--- src/rtl/former_spad_seq_pkg.sv ---
// ----------------------------------------------------------------------------
// former_spad_seq_pkg
//   Shared definitions for the former data spad and its sequencers:
//   - sequencer state encoding
//   - spad word layout: {data[12:5], count[4:0]}, all-zero word = end marker
//   - small helpers for field extraction and pass-count normalisation
// ----------------------------------------------------------------------------
package former_spad_seq_pkg;

    // Spad word layout
    localparam int unsigned SPAD_DATA_W   = 8;
    localparam int unsigned SPAD_CNT_W    = 5;
    localparam int unsigned SPAD_DATA_LSB = SPAD_CNT_W;
    localparam int unsigned SPAD_WORD_W   = SPAD_DATA_W + SPAD_CNT_W;

    // Replay pass counter width
    localparam int unsigned PASS_W = 8;

    typedef enum logic [2:0] {
        ST_CLEAR = 3'd0,
        ST_IDLE  = 3'd1,
        ST_LOAD  = 3'd2,
        ST_PRIME = 3'd3,
        ST_READ  = 3'd4,
        ST_DONE  = 3'd5
    } seq_state_t;

    function automatic logic [SPAD_DATA_W-1:0] spad_word_data(
        input logic [SPAD_WORD_W-1:0] w
    );
        return w[SPAD_WORD_W-1:SPAD_DATA_LSB];
    endfunction

    function automatic logic [SPAD_CNT_W-1:0] spad_word_count(
        input logic [SPAD_WORD_W-1:0] w
    );
        return w[SPAD_CNT_W-1:0];
    endfunction

    function automatic logic spad_word_is_end(
        input logic [SPAD_WORD_W-1:0] w
    );
        return (w == '0);
    endfunction

    // A requested pass count of zero still replays the vector once.
    function automatic logic [PASS_W-1:0] norm_passes(
        input logic [PASS_W-1:0] p
    );
        return (p == '0) ? PASS_W'(1) : p;
    endfunction

endpackage : former_spad_seq_pkg

--- src/rtl/former_spad_seq_pass_counter.sv ---
// ----------------------------------------------------------------------------
// former_spad_seq_pass_counter
//   Replay pass counter with synchronous clear, increment and a
//   terminal-count flag.
//
//   clock   in   clock
//   reset   in   synchronous active-high reset (count -> 0)
//   clr_i   in   clear count to 0 (wins over inc_i)
//   inc_i   in   increment count by one
//   limit_i in   number of passes to run (expected >= 1)
//   last_o  out  high when the next increment reaches limit_i, i.e. the
//                pass currently ending is the final one
// ----------------------------------------------------------------------------
module former_spad_seq_pass_counter #(
    parameter int unsigned W = 8
) (
    input  logic         clock,
    input  logic         reset,
    input  logic         clr_i,
    input  logic         inc_i,
    input  logic [W-1:0] limit_i,
    output logic         last_o
);

    localparam logic [W-1:0] ONE = W'(1);

    logic [W-1:0] cnt_q;
    logic [W-1:0] cnt_d;
    logic [W-1:0] cnt_plus1;

    assign cnt_plus1 = cnt_q + ONE;

    always_comb begin
        cnt_d = cnt_q;
        if (clr_i) begin
            cnt_d = '0;
        end else if (inc_i) begin
            cnt_d = cnt_plus1;
        end
    end

    always_ff @(posedge clock) begin
        if (reset) begin
            cnt_q <= '0;
        end else begin
            cnt_q <= cnt_d;
        end
    end

    // Equality against the limit; limit never exceeds 2^W-1, so no wrap.
    assign last_o = (cnt_plus1 == limit_i);

endmodule : former_spad_seq_pass_counter

--- src/rtl/former_spad_seq.sv ---
// ----------------------------------------------------------------------------
// former_spad_seq
//   Per-PE sequencer for the former data spad. After reset it waits out the
//   spad's BRAM clear, then on a start request runs a load phase (spad
//   write enable until the spad reports the terminator written), primes the
//   BRAM read, and replays the stored compressed vector to the MAC as a
//   valid/ready stream for a configurable number of passes.
//
//   clock           in   clock
//   reset           in   synchronous active-high reset
//   cfg_start       in   pulse: begin load then replay
//   cfg_passes      in   replay pass count (0 behaves as 1)
//   spad_write_en   out  spad write enable during load
//   spad_write_fin  in   spad reports terminator written
//   spad_index_inc  out  advance spad read address
//   spad_data_out   in   spad read word {data, count}; all-zero = end marker
//   mac_valid       out  word presented to MAC
//   mac_ready       in   MAC accepts presented word
//   mac_data        out  data field of presented word
//   mac_count       out  count field of presented word
//   mac_pass_end    out  pulse: end marker consumed, pass complete
//   busy            out  high in every state except IDLE
//   done            out  one-cycle pulse after the final pass
// ----------------------------------------------------------------------------
module former_spad_seq
    import former_spad_seq_pkg::*;
#(
    parameter int unsigned CLEAR_CYCLES = 100,
    parameter int unsigned DATA_W       = SPAD_DATA_W,
    parameter int unsigned CNT_W        = SPAD_CNT_W
) (
    input  logic                    clock,
    input  logic                    reset,
    input  logic                    cfg_start,
    input  logic [PASS_W-1:0]       cfg_passes,
    output logic                    spad_write_en,
    input  logic                    spad_write_fin,
    output logic                    spad_index_inc,
    input  logic [DATA_W+CNT_W-1:0] spad_data_out,
    output logic                    mac_valid,
    input  logic                    mac_ready,
    output logic [DATA_W-1:0]       mac_data,
    output logic [CNT_W-1:0]        mac_count,
    output logic                    mac_pass_end,
    output logic                    busy,
    output logic                    done
);

    localparam int unsigned WORD_W = DATA_W + CNT_W;
    localparam int unsigned CLR_W  = (CLEAR_CYCLES > 1) ? $clog2(CLEAR_CYCLES) : 1;
    localparam logic [CLR_W-1:0] CLR_LAST = CLR_W'(CLEAR_CYCLES - 1);
    localparam logic [CLR_W-1:0] CLR_ONE  = CLR_W'(1);

    seq_state_t        state_q, state_d;
    logic [CLR_W-1:0]  clr_cnt_q, clr_cnt_d;
    logic              pending_q, pending_d;
    logic [PASS_W-1:0] passes_q, passes_d;

    logic              pc_clr;
    logic              pc_inc;
    logic              pc_last;
    logic              word_end;

    assign word_end = (spad_data_out == '0);

    former_spad_seq_pass_counter #(
        .W (PASS_W)
    ) u_pass_counter (
        .clock   (clock),
        .reset   (reset),
        .clr_i   (pc_clr),
        .inc_i   (pc_inc),
        .limit_i (passes_q),
        .last_o  (pc_last)
    );

    always_ff @(posedge clock) begin
        if (reset) begin
            state_q   <= ST_CLEAR;
            clr_cnt_q <= '0;
            pending_q <= 1'b0;
            passes_q  <= '0;
        end else begin
            state_q   <= state_d;
            clr_cnt_q <= clr_cnt_d;
            pending_q <= pending_d;
            passes_q  <= passes_d;
        end
    end

    always_comb begin
        state_d        = state_q;
        clr_cnt_d      = clr_cnt_q;
        pending_d      = pending_q;
        passes_d       = passes_q;
        pc_clr         = 1'b0;
        pc_inc         = 1'b0;
        spad_write_en  = 1'b0;
        spad_index_inc = 1'b0;
        mac_valid      = 1'b0;
        mac_pass_end   = 1'b0;
        done           = 1'b0;

        unique case (state_q)
            ST_CLEAR: begin
                clr_cnt_d = clr_cnt_q + CLR_ONE;
                // A start arriving while the BRAM is still clearing is
                // remembered and replayed on the first IDLE cycle.
                if (cfg_start) begin
                    pending_d = 1'b1;
                    passes_d  = norm_passes(cfg_passes);
                end
                if (clr_cnt_q == CLR_LAST) begin
                    clr_cnt_d = '0;
                    state_d   = ST_IDLE;
                end
            end

            ST_IDLE: begin
                if (pending_q) begin
                    pending_d = 1'b0;
                    pc_clr    = 1'b1;
                    state_d   = ST_LOAD;
                end else if (cfg_start) begin
                    passes_d  = norm_passes(cfg_passes);
                    pc_clr    = 1'b1;
                    state_d   = ST_LOAD;
                end
            end

            ST_LOAD: begin
                spad_write_en = 1'b1;
                if (spad_write_fin) begin
                    state_d = ST_PRIME;
                end
            end

            // One quiet cycle so the BRAM output reflects the read address.
            ST_PRIME: begin
                state_d = ST_READ;
            end

            ST_READ: begin
                if (!word_end) begin
                    mac_valid      = 1'b1;
                    spad_index_inc = mac_ready;
                end else begin
                    // Advancing past the marker wraps the spad read address.
                    spad_index_inc = 1'b1;
                    mac_pass_end   = 1'b1;
                    pc_inc         = 1'b1;
                    if (pc_last) begin
                        state_d = ST_DONE;
                    end
                end
            end

            ST_DONE: begin
                done    = 1'b1;
                state_d = ST_IDLE;
            end

            default: begin
                state_d = ST_CLEAR;
            end
        endcase
    end

    assign busy      = (state_q != ST_IDLE);
    assign mac_data  = mac_valid ? spad_data_out[WORD_W-1:CNT_W] : '0;
    assign mac_count = mac_valid ? spad_data_out[CNT_W-1:0]      : '0;

endmodule : former_spad_seq

--- config.mk ---
export PLATFORM = sky130hd
export DESIGN_NAME = former_spad_seq
export DESIGN_NICKNAME = d
export VERILOG_FILES = /design/src/rtl/former_spad_seq_pkg.sv /design/src/rtl/former_spad_seq_pass_counter.sv /design/src/rtl/former_spad_seq.sv
export SDC_FILE = /design/constraint.sdc
export NUM_CORES = 1
export LEC_CHECK = 0
export CORE_UTILIZATION = 47
export DETAILED_ROUTE_END_ITERATION = 10
export PLACE_DENSITY = 0.79
export SYNTH_ARGS = -nofsm -noshare
export SYNTH_HDL_FRONTEND = slang
export SYNTH_SLANG_ARGS = --single-unit
export TNS_END_PERCENT = 30
--- constraint.sdc ---
create_clock -name clock -period 2.1 [get_ports clock]
set_clock_uncertainty 0.15 [all_clocks]
set_input_delay 0.21 -clock clock [delete_from_list [all_inputs] [get_ports clock]]
set_output_delay 0.21 -clock clock [all_outputs]
set_load 0.01 [all_outputs]
* Word-level counts from Yosys, hierarchy flattened
Index checks and enable logic that the tools add are counted.
** Word-level totals
- Latch bits :: 0
- Input port bits :: 26
- Memory bits (read-only) :: 0
- Output and inout bits :: 19
- RAM bits :: 0
- Memories kept :: 0
- Word-level logic and storage cells :: 57
- Flip-flop bits (word level) :: 27
** Cells by class
- Div/mod/pow operators :: 0
- Add/sub/neg operators :: 2
- Shift-type cells :: 0
- $lt $le $gt $ge :: 0
- Bitwise logic cells :: 0
- Equal/unequal tests :: 15
- Multipliers :: 0
- Reduce and logical (&&, ||, !) cells :: 8
- Muxes and demuxes :: 27
** Operators with widths (count)
- 8-bit 2-to-1 mux :: 4
- 3-bit 2-to-1 mux :: 6
- 3-bit case mux with 6 select lines :: 1
- 8-bit case mux with 2 select lines :: 1
- 13-bit logical NOT :: 1
- 1-bit 2-to-1 mux :: 12
- 2-bit inequality test, second input constant :: 6
- 8-bit by 1-bit adder with 8-bit output, second input constant :: 1
- 8-bit equality test :: 1
- 8-bit logical NOT :: 1
- 7-bit by 1-bit adder with 7-bit output, second input constant :: 1
- 7-bit equality test, second input constant :: 1
- 7-bit 2-to-1 mux :: 1
- 3-bit by 2-bit equality test with 1-bit output, second input constant :: 2
- 3-bit equality test, second input constant :: 2
- 5-bit 2-to-1 mux :: 1
- 5-bit AND reduction :: 1
- 2-bit AND reduction :: 2
- 3-bit by 1-bit equality test with 1-bit output, second input constant :: 1
- 3-bit logical NOT :: 1
- 3-bit by 1-bit inequality test with 1-bit output, second input constant :: 1
- 3-bit inequality test, second input constant :: 1
- 1-bit case mux with 2 select lines :: 1
- 2-bit nonzero test :: 1
- 2-bit OR reduction :: 1

* Logic depth before layout (Yosys ltp)
Gate-level depths: netlist of the first run.
- Depth after elaboration :: 5
- Gate-level depth with buffers :: 6
- Depth with buffers taken out :: 6

* Hierarchy
Synthesis of the first run repeated with hierarchy kept, for this count alone.
** Second synthesis, totals
- Cells, all modules :: 191
- Area, all modules :: 1621.6 µm²
** By module, submodules not included
- former_spad_seq :: area each 1016.0 µm², instances 1, cells an instance 117, seq. area each 380.4 µm²
- former_spad_seq_pass_counter :: area each 605.6 µm², instances 1, cells an instance 74, seq. area each 160.2 µm²

* Worst setup path before layout of the first run
Ideal clock, no wire load.
- Path type :: register -> register
- From :: register u_pass_counter.cnt_q[0]
- To :: register state_q[0]
- Arrival time :: 1.519 ns
- Clock period less this slack :: 1.730 ns
- Buffers on the path :: 0
- Stages on the path, launching flop included :: 7
- Required time :: 1.889 ns
- Library setup time :: 0.061 ns
- Setup slack :: 0.370 ns
- Cell sequence :: dfxtp_1 ha_1 nand3_1 or2_1 xnor2_1 o41ai_1 and4_1
** Between the ends
- Word-level cells in the longest chain between the ends :: 4
** Ends and longest elaborated chain
- from (decl) :: RTL line former_spad_seq_pass_counter.sv:27 : logic [W-1:0] cnt_q;
- from (signal assigned) :: RTL line former_spad_seq_pass_counter.sv:46 : cnt_q <= cnt_d;
- 8-bit by 1-bit adder with 8-bit output :: RTL line former_spad_seq_pass_counter.sv:31 : assign cnt_plus1 = cnt_q + ONE;
- 8-bit equality test :: RTL line former_spad_seq_pass_counter.sv:51 : assign last_o = (cnt_plus1 == limit_i);
- 2-bit inequality test (no line)
- 5-bit AND reduction (no line)
- to (signal assigned) :: RTL line former_spad_seq.sv:84 : state_q <= state_d;
- to (decl) :: RTL line former_spad_seq.sv:54 : seq_state_t state_q, state_d;
Every way passes these cells.
A chain may end at the register's enable or synchronous reset.

* Final worst setup path of the first run
- From :: register state_q[1]
- To :: output port mac_count[0]
** Between the ends
- Word-level cells in the longest chain between the ends :: 3
** Ends and longest elaborated chain
- 3-bit equality test :: RTL line former_spad_seq.sv:104 : unique case (state_q)
- 1-bit 2-to-1 mux :: RTL line former_spad_seq.sv:104
- 5-bit 2-to-1 mux :: RTL line former_spad_seq.sv:171 : assign mac_count = mac_valid ? spad_data_out[CNT_W-1:0] : '0;
- to (decl) :: RTL line former_spad_seq.sv:43 : output logic [CNT_W-1:0] mac_count,
Every way passes these cells.

==> qor_table.md, run 1 <==
| Result | This run | Unit |
| --- | --- | --- |
| Outcome | complete, no violations | - |
| GR Overflow Total | 0 | - |
| Power dissipated by switching net loads | 0.2063 | mW |
| Initial antenna violation count | 0 | - |
| DIE HEIGHT | 59.69 | um |
| Synthesized area per cell | 8.546 | um^2 |
| Crit Path Category | reg -> out | - |
| CTS root buf | clkbuf_4 | - |
| Static Leak | 0.9485 | nW |
| Core region area | 3103 | um^2 |
| Clock latency of the later-clocked register in the worst-skew pair | 0.32 | ns |
| Per-cell routed wire length | 13.26 | um |
| Drt drc | 0 | - |
| Overall power after layout | 0.8796 | mW |
| Setup TNS | 0 | ns |
| DRT Wirelength | 3685 | um |
| Power density normalized to cell area | 404.2 | nW/um^2 |
| Fill cell total of the finished layout | 263 | - |
| Peak Freq | 490.0 | MHz |
| Number of sinks driven by the clock tree | 27 | - |
| Most common cell after layout, fill and taps aside | clkdlybuf4s50_1 | - |
| WP data required | 1.74 | ns |
| Fraction of the mapped netlist area in compound gates | 8.560 | % |
| Area of the mapped netlist | 1564 | um^2 |
| Area grow syn2layout | 39.12 | % |
| Hold buffers post-CTS | 0 | - |
| Post-layout minimum cycle time | 2.041 | ns |
| Critical path cell sequence | nor2_2 > buf_6 > and3_1 > clkdlybuf4s50_1 | - |
| Synth Net Count | 211 | - |
| Number of failing setup endpoints in the final timing report | 0 | - |
| Number of max-slew violations in the final report | 0 | - |
| Ys async rst share | 0 | % |
| Biggest area contributors in the synthesized netlist | dfxtp_1 35%, xnor2_1 8.4%, nor2_1 6.2% | - |
| Worst Tran Pin Value | 0.2846 | ns |
| Kind of end point of the critical path | output port | - |
| TritonRoute pass-1 iters | 4 | - |
| Global-route wire length before repair | 5699 | um |
| CTS buffer count | 3 | - |
| Number of register bits inferred by synthesis | 27 | - |
| Antenna viol nets, final | 0 | - |
| Detail-routed via count per cell | 5.291 | - |
| Main flop type after synthesis | dfxtp_1 | - |
| Hold WS | 0.3512 | ns |
| Port Buffers | 44 | - |
| Initial core utilization | 50.40 | % |
| Final Core Density | 70.12 | % |
| Post-synth top area cell | dfxtp_1 | - |
| Max H-tree Level | 1 | - |
| Timing startpoint of the critical path | state_q[1] | - |
| Data arrival time of the worst path | 1.68 | ns |
| Clock share of power | 25.0 | % |
| Die area | 3562 | um^2 |
| Nets | 263 | - |
| Maximum resistive drop on vdd | 0.3683 | mV |
| Area share of the leading cell type in the synthesized netlist | 34.56 | % |
| Post-Synth Simple-Gate Area | 34.08 | % |
| Number of synthesized flops with an enable pin | 0 | - |
| Row Count | 20 | - |
| Sequential share of the synthesized area | 34.56 | % |
| Clk slew on worst S/H paths | 0.13 | ns |
| Switching share of power | 23.45 | % |
| Placer Congestion | 0.8352 | - |
| Estimated wirelength of the detail-placed design | 2812 | um |
| Share of layout cells above drive strength 1 | 14.96 | % |
| Fraction of synthesized cell area in xor and xnor cells | 12.32 | % |
| Launching point of the worst reg2reg path | u_pass_counter.cnt_q[1] | - |
| Worst relative slew slack | 81.00 | % |
| Vias after detailed routing | 1471 | - |
| Largest family of logic cells by synthesized area | simple AND/OR/NAND/NOR gates | - |
| Clock tree from TritonCTS | built | - |
| Leading cell types in the layout, fill and taps excluded | 34 x clkdlybuf4s50_1, 26 x dfxtp_1, 24 x nor2_1, 15 x xnor2_1, 13 x and3_1 | - |
| Vias in the first global route | 1357 | - |
| Total count of hold-check failures in the final report | 0 | - |
| Synth Instances | 183 | - |
| Combinational fraction of design power | 13.2 | % |
| PnR worst setup slack | 0.05923 | ns |
| Warning count from the yosys run | 0 | - |
| Inserted Diodes | 0 | - |
| Worst hold start | clr_cnt_q[1] | - |
| Maximum fanout along the worst path | 10 | - |
| Element type at the critical path start | register | - |
| Path category of the worst min-delay check | reg -> reg | - |
| Distinct cell type count after synthesis | 42 | - |
| Pint | 0.6733 | mW |
| Sequential share of power | 61.7 | % |
| Die width | 59.69 | um |
| Combined global-route utilization of all metal layers | 21.38 | % |
| Count of pins on the block boundary | 45 | - |
| RSZ-0062 raised after global routing | yes | - |
| Clock Path Buffers | 2 | - |
| Pin count of the biggest net entering global routing | 15 | - |
| Post-route fraction of the period consumed by the critical path | 97.18 | % |
| Adder and majority cell fraction of the synthesized area | 1.600 | % |
| Cell with the largest stage delay on the worst path | clkdlybuf4s50_1 | - |
| Proportion of synthesized area in mux cells | 5.760 | % |
| Worst slack, placed | -0.2496 | ns |
| Max_cap viols | 0 | - |
| Stage delay of the slowest cell on the critical path | 0.53 | ns |
| Initial drt markers | 48 | - |
sequential cells by signal, indices dropped and copies added, names as in the netlist:
name and flops:
passes_q 8, u_pass_counter.cnt_q 8, clr_cnt_q 7, state_q 3, pending_q 1
through the flow:
step | cells | cell area (um^2)
2_1_floorplan | 183 | 1564
3_3_place_gp | 273 | 2097
3_5_place_dp | 273 | 2097
4_1_cts | 278 | 2135
5_1_grt | 278 | 2176
6_report | 278 | 2176
cell usage after synthesis, types with 2 or more instances:
cell type  count
nand3_1        5
a21o_1         2
and4_1         2
nor2_2         2
ha_1           2
nor2_1        26
nor3_2         4
and3_1        13
or3_1          3
xor2_1         7
clkbuf_1       3
a21oi_1       11
a211oi_1       2
mux2i_1        9
and2_1         3
nor3_1         6
nor4_1         3
buf_4          2
o41ai_1        2
o21ai_0        2
dfxtp_1       27
xnor2_1       15
nand4_1        3
nand2_1        9
buf_2          3
layout make-up:
type | count | area (um^2) | area share, %
Tap cell | 44 | 55.05 | 2.530
Sequential cell | 27 | 541.8 | 24.90
Multi-Input combinational cell | 146 | 1005 | 46.18
Inverter | 1 | 3.754 | 0.1725
Clock buffer | 4 | 26.28 | 1.208
Timing Repair Buffer | 56 | 544.3 | 25.01
critical path: cells and delay by family (launching register included):
kind | cells | cell delay (ns)
and+or+nand+nor | 2 | 0.34
buffers and inverters | 2 | 0.68
DFF | 1 | 0.34
what timing repair did:
item                                    in CTS  in global routing
endpoints found under the setup margin       8                 14
gates resized for setup                      8                 15
hold endpoints to repair                     0                  0
buffers inserted                             1                  0
pin swaps                                    1                  3
cell families (layout without fill, tap and decap cells):
logic type / count (synthesis) / in the layout
xor gates and xnor gates: 22 / 22
AOI/OAI and AO/OA: 22 / 22
buffers and inverters: 10 / 61
adders and majority gates: 2 / 2
muxes: 9 / 9
and+or+nand+nor: 91 / 91
DFF: 27 / 27
power by group through the flow:
stage / Sequential, mW / Combinational [mW] / Clock (mW)
detailed placement: 0.554 / 0.114 / 0
finish: 0.543 / 0.117 / 0.220
CTS: 0.543 / 0.115 / 0.230
floorplan: 0.550 / 0.0507 / 0
global route: 0.546 / 0.128 / 0.250
global placement: 0.553 / 0.110 / 0
layer usage:
metal  global-route usage [%]  up-vias  share of wire, %
met4                    7.641        0               1.3
li1                         -      747                 -
met3                    4.113        5               5.8
met2                    40.00       45                52
met5                        0        -                 0
met1                    23.72      674                41
worst paths after layout:
kind | cells after the start | to | slack (ns)
max | 4 | mac_count[0] | 0.06
min | 2 | clr_cnt_q[1] | 0.35
max reg2reg | 6 | state_q[0] | 0.19
min reg2reg | 2 | clr_cnt_q[1] | 0.35
Power figures use the tool's default switching activity.
==> run 2, diff against run 1 <==
--- a/config.mk
+++ b/config.mk
@@ -8,6 +8,7 @@
 export CORE_UTILIZATION = 47
 export DETAILED_ROUTE_END_ITERATION = 10
 export PLACE_DENSITY = 0.79
+export SKIP_CTS_REPAIR_TIMING = 1
 export SYNTH_ARGS = -nofsm -noshare
 export SYNTH_HDL_FRONTEND = slang
 export SYNTH_SLANG_ARGS = --single-unit
==> run 2 against run 1 <==
Utilization increased by 0.44 points. Critical path depth is the same. Clock-buffer cell count stayed put. Highest routed layer unchanged. First-iteration DRC count grew 48%. Die area stayed put. Power about the same. Critical endpoint is now mac_count[1]. Worst setup slack worse by 0.040 ns. Critical path type unchanged. Fmax is 1.9% lower. Final cell count increased by 0.36%. Non-clock buffer count up 1. Register-to-register slack lost 0.08 ns. Combinational power hardly changed.
==> qor_table.md, run 2 (synthesized netlist as in run 1, its figures left out) <==
| Result | This run | Unit | Delta |
| --- | --- | --- | --- |
| Worst relative slew slack | 77.28 | % | was 81.00% |
| Maximum resistive drop on vdd | 0.3687 | mV | was 0.3683 mV |
| Crit Path Category | reg -> out | - | unchanged |
| Kind of end point of the critical path | output port | - | unchanged |
| Fill cell total of the finished layout | 251 | - | was 263 |
| Detail-routed via count per cell | 5.237 | - | was 5.291 |
| Estimated wirelength of the detail-placed design | 2812 | um | unchanged |
| Launching point of the worst reg2reg path | u_pass_counter.cnt_q[1] | - | unchanged |
| Maximum fanout along the worst path | 7 | - | was 10 |
| Number of failing setup endpoints in the final timing report | 0 | - | unchanged |
| Die width | 59.69 | um | unchanged |
| CTS buffer count | 3 | - | unchanged |
| Outcome | complete, no violations | - | unchanged |
| Antenna viol nets, final | 0 | - | unchanged |
| Power density normalized to cell area | 401.6 | nW/um^2 | was 404.2 nW/um^2 |
| Worst Tran Pin Value | 0.3363 | ns | was 0.2846 ns |
| Port Buffers | 44 | - | unchanged |
| Leading cell types in the layout, fill and taps excluded | 33 x clkdlybuf4s50_1, 26 x dfxtp_1, 24 x nor2_1, 15 x xnor2_1, 13 x and3_1 | - | was 34 x clkdlybuf4s50_1, 26 x dfxtp_1, 24 x nor2_1, 15 x xnor2_1, 13 x and3_1 |
| Number of sinks driven by the clock tree | 27 | - | unchanged |
| Per-cell routed wire length | 13.24 | um | was 13.26 um |
| Post-route fraction of the period consumed by the critical path | 99.09 | % | was 97.18% |
| Clock tree from TritonCTS | built | - | unchanged |
| Inserted Diodes | 0 | - | unchanged |
| Pin count of the biggest net entering global routing | 15 | - | unchanged |
| Die area | 3562 | um^2 | unchanged |
| Nets | 264 | - | was 263 |
| Post-layout minimum cycle time | 2.081 | ns | was 2.041 ns |
| CTS root buf | clkbuf_4 | - | unchanged |
| Element type at the critical path start | register | - | unchanged |
| WP data required | 1.74 | ns | about the same |
| Final instance area | 2190 | um^2 | was 2176 um^2 |
| Total buffers and inverters traversed by the critical path | 1 | - | was 2 |
| Area of placed instances | 2097 | um^2 | unchanged |
| Initial drt markers | 71 | - | was 48 |
| Timing startpoint of the critical path | state_q[1] | - | unchanged |
| Largest registers in the final layout | passes_q x8, u_pass_counter.cnt_q x8, clr_cnt_q x7 | - | unchanged |
| Clock Path Buffers | 2 | - | unchanged |
| Most common cell after layout, fill and taps aside | clkdlybuf4s50_1 | - | unchanged |
| Clk slew on worst S/H paths | 0.13 | ns | about the same |
| TritonRoute pass-1 iters | 4 | - | unchanged |
| DRT Wirelength | 3694 | um | was 3685 um |
| Initial antenna violation count | 0 | - | unchanged |
| Row Count | 20 | - | unchanged |
| Max_cap viols | 0 | - | unchanged |
| Peak Freq | 480.6 | MHz | was 490.0 MHz |
| Share of layout cells above drive strength 1 | 14.47 | % | was 14.96% |
| Worst slack, placed | -0.2496 | ns | unchanged |
| Crit. path cell count | 4 | - | unchanged |
| Total count of hold-check failures in the final report | 0 | - | unchanged |
| Critical path endpoint | mac_count[1] | - | was mac_count[0] |
| Hold WS | 0.3514 | ns | was 0.3512 ns |
| Stage delay of the slowest cell on the critical path | 0.54 | ns | was 0.53 ns |
| Cell with the largest stage delay on the worst path | clkdlybuf4s50_1 | - | unchanged |
| Min-Delay Path Depth | 2 | - | unchanged |
| PnR worst setup slack | 0.01909 | ns | was 0.05923 ns |
| RSZ-0062 raised after global routing | yes | - | unchanged |
| Critical path cell sequence | nor2_2 > and2_2 > and2_1 > clkdlybuf4s50_1 | - | was nor2_2 > buf_6 > and3_1 > clkdlybuf4s50_1 |
| Drt drc | 0 | - | unchanged |
| Vias after detailed routing | 1461 | - | was 1471 |
| DIE HEIGHT | 59.69 | um | unchanged |
| Placer Congestion | 0.8352 | - | unchanged |
| Flop2flop setup slack | 0.11 | ns | was 0.19 ns |
| Static Leak | 1.059 | nW | was 0.9485 nW |
| Number of max-slew violations in the final report | 0 | - | unchanged |
| Max H-tree Level | 1 | - | unchanged |
| Initial core utilization | 50.40 | % | unchanged |
| Crit path max-delay family | buffers and inverters | - | unchanged |
| Core region area | 3103 | um^2 | unchanged |
| Data arrival time of the worst path | 1.72 | ns | was 1.68 ns |
| Path category of the worst min-delay check | reg -> reg | - | unchanged |
| Combined global-route utilization of all metal layers | 21.02 | % | was 21.38% |
| Worst r2r path cells | 6 | - | unchanged |
| Global-route wire length before repair | 5609 | um | was 5699 um |
| Worst flop-to-flop path endpoint | state_q[0] | - | unchanged |
| Overall power after layout | 0.8792 | mW | was 0.8796 mW |
| GR Overflow Total | 0 | - | unchanged |
| Count of pins on the block boundary | 45 | - | unchanged |
| Clock latency of the later-clocked register in the worst-skew pair | 0.32 | ns | about the same |
| Vias in the first global route | 1339 | - | was 1357 |
| Area grow syn2layout | 40.00 | % | was 39.12% |
## run 2: cell types whose count changed in the layout (fill, tap and decap cells not counted), sizes merged
cell and delta:
clkdlybuf4s15 -3, dlymetal6s2s +6, clkdlybuf4s50 -1, dlygate4sd2 -2, buf +1
## run 2: cell type report
class                      instances  area (um^2)  area share (%)
clock buffer                       4        26.28           1.200
inverter                           1        3.754          0.1714
multi-input combinational        146        993.5           45.37
sequential                        27        541.8           24.74
tap                               44        55.05           2.514
timing repair buffer              57        569.3           26.00
## run 2: worst min-delay path by stage
stage                       start            to  slack (ns)
floorplan           cfg_passes[1]   passes_q[1]        0.20
global placement     clr_cnt_q[1]  clr_cnt_q[1]        0.32
detailed placement   clr_cnt_q[1]  clr_cnt_q[1]        0.34
CTS                 cfg_passes[2]   passes_q[2]        0.35
global route        cfg_passes[2]   passes_q[2]        0.37
finish               clr_cnt_q[1]  clr_cnt_q[1]        0.35
## run 2: worst min-delay path, stage by stage (launching register included)
cell	delay, ns
dfxtp_1	0.35
nand2_1	0.06
a21oi_1	0.06
## run 2: power breakdown
part	switching (mW)	internal, mW
combinational	0.0451	0.0710
clock	0.146	0.0744
sequential	0.0148	0.528
## run 2: per-stage QoR
stage	setup TNS, ns	std cells	util (%)
after CTS	-1.016	277	68.43
after global routing	-0.1048	279	70.56
after floorplan	0	183	-
final	0	279	70.56
after global placement	-0.8969	273	67.58
after detailed placement	-1.098	273	67.58
## run 2: metal layers
metal | wire, um | GRT usage, %
met5 | 0 | 0
met3 | 202 | 4.113
met1 | 1527 | 23.58
met4 | 59 | 7.641
met2 | 1905 | 38.89
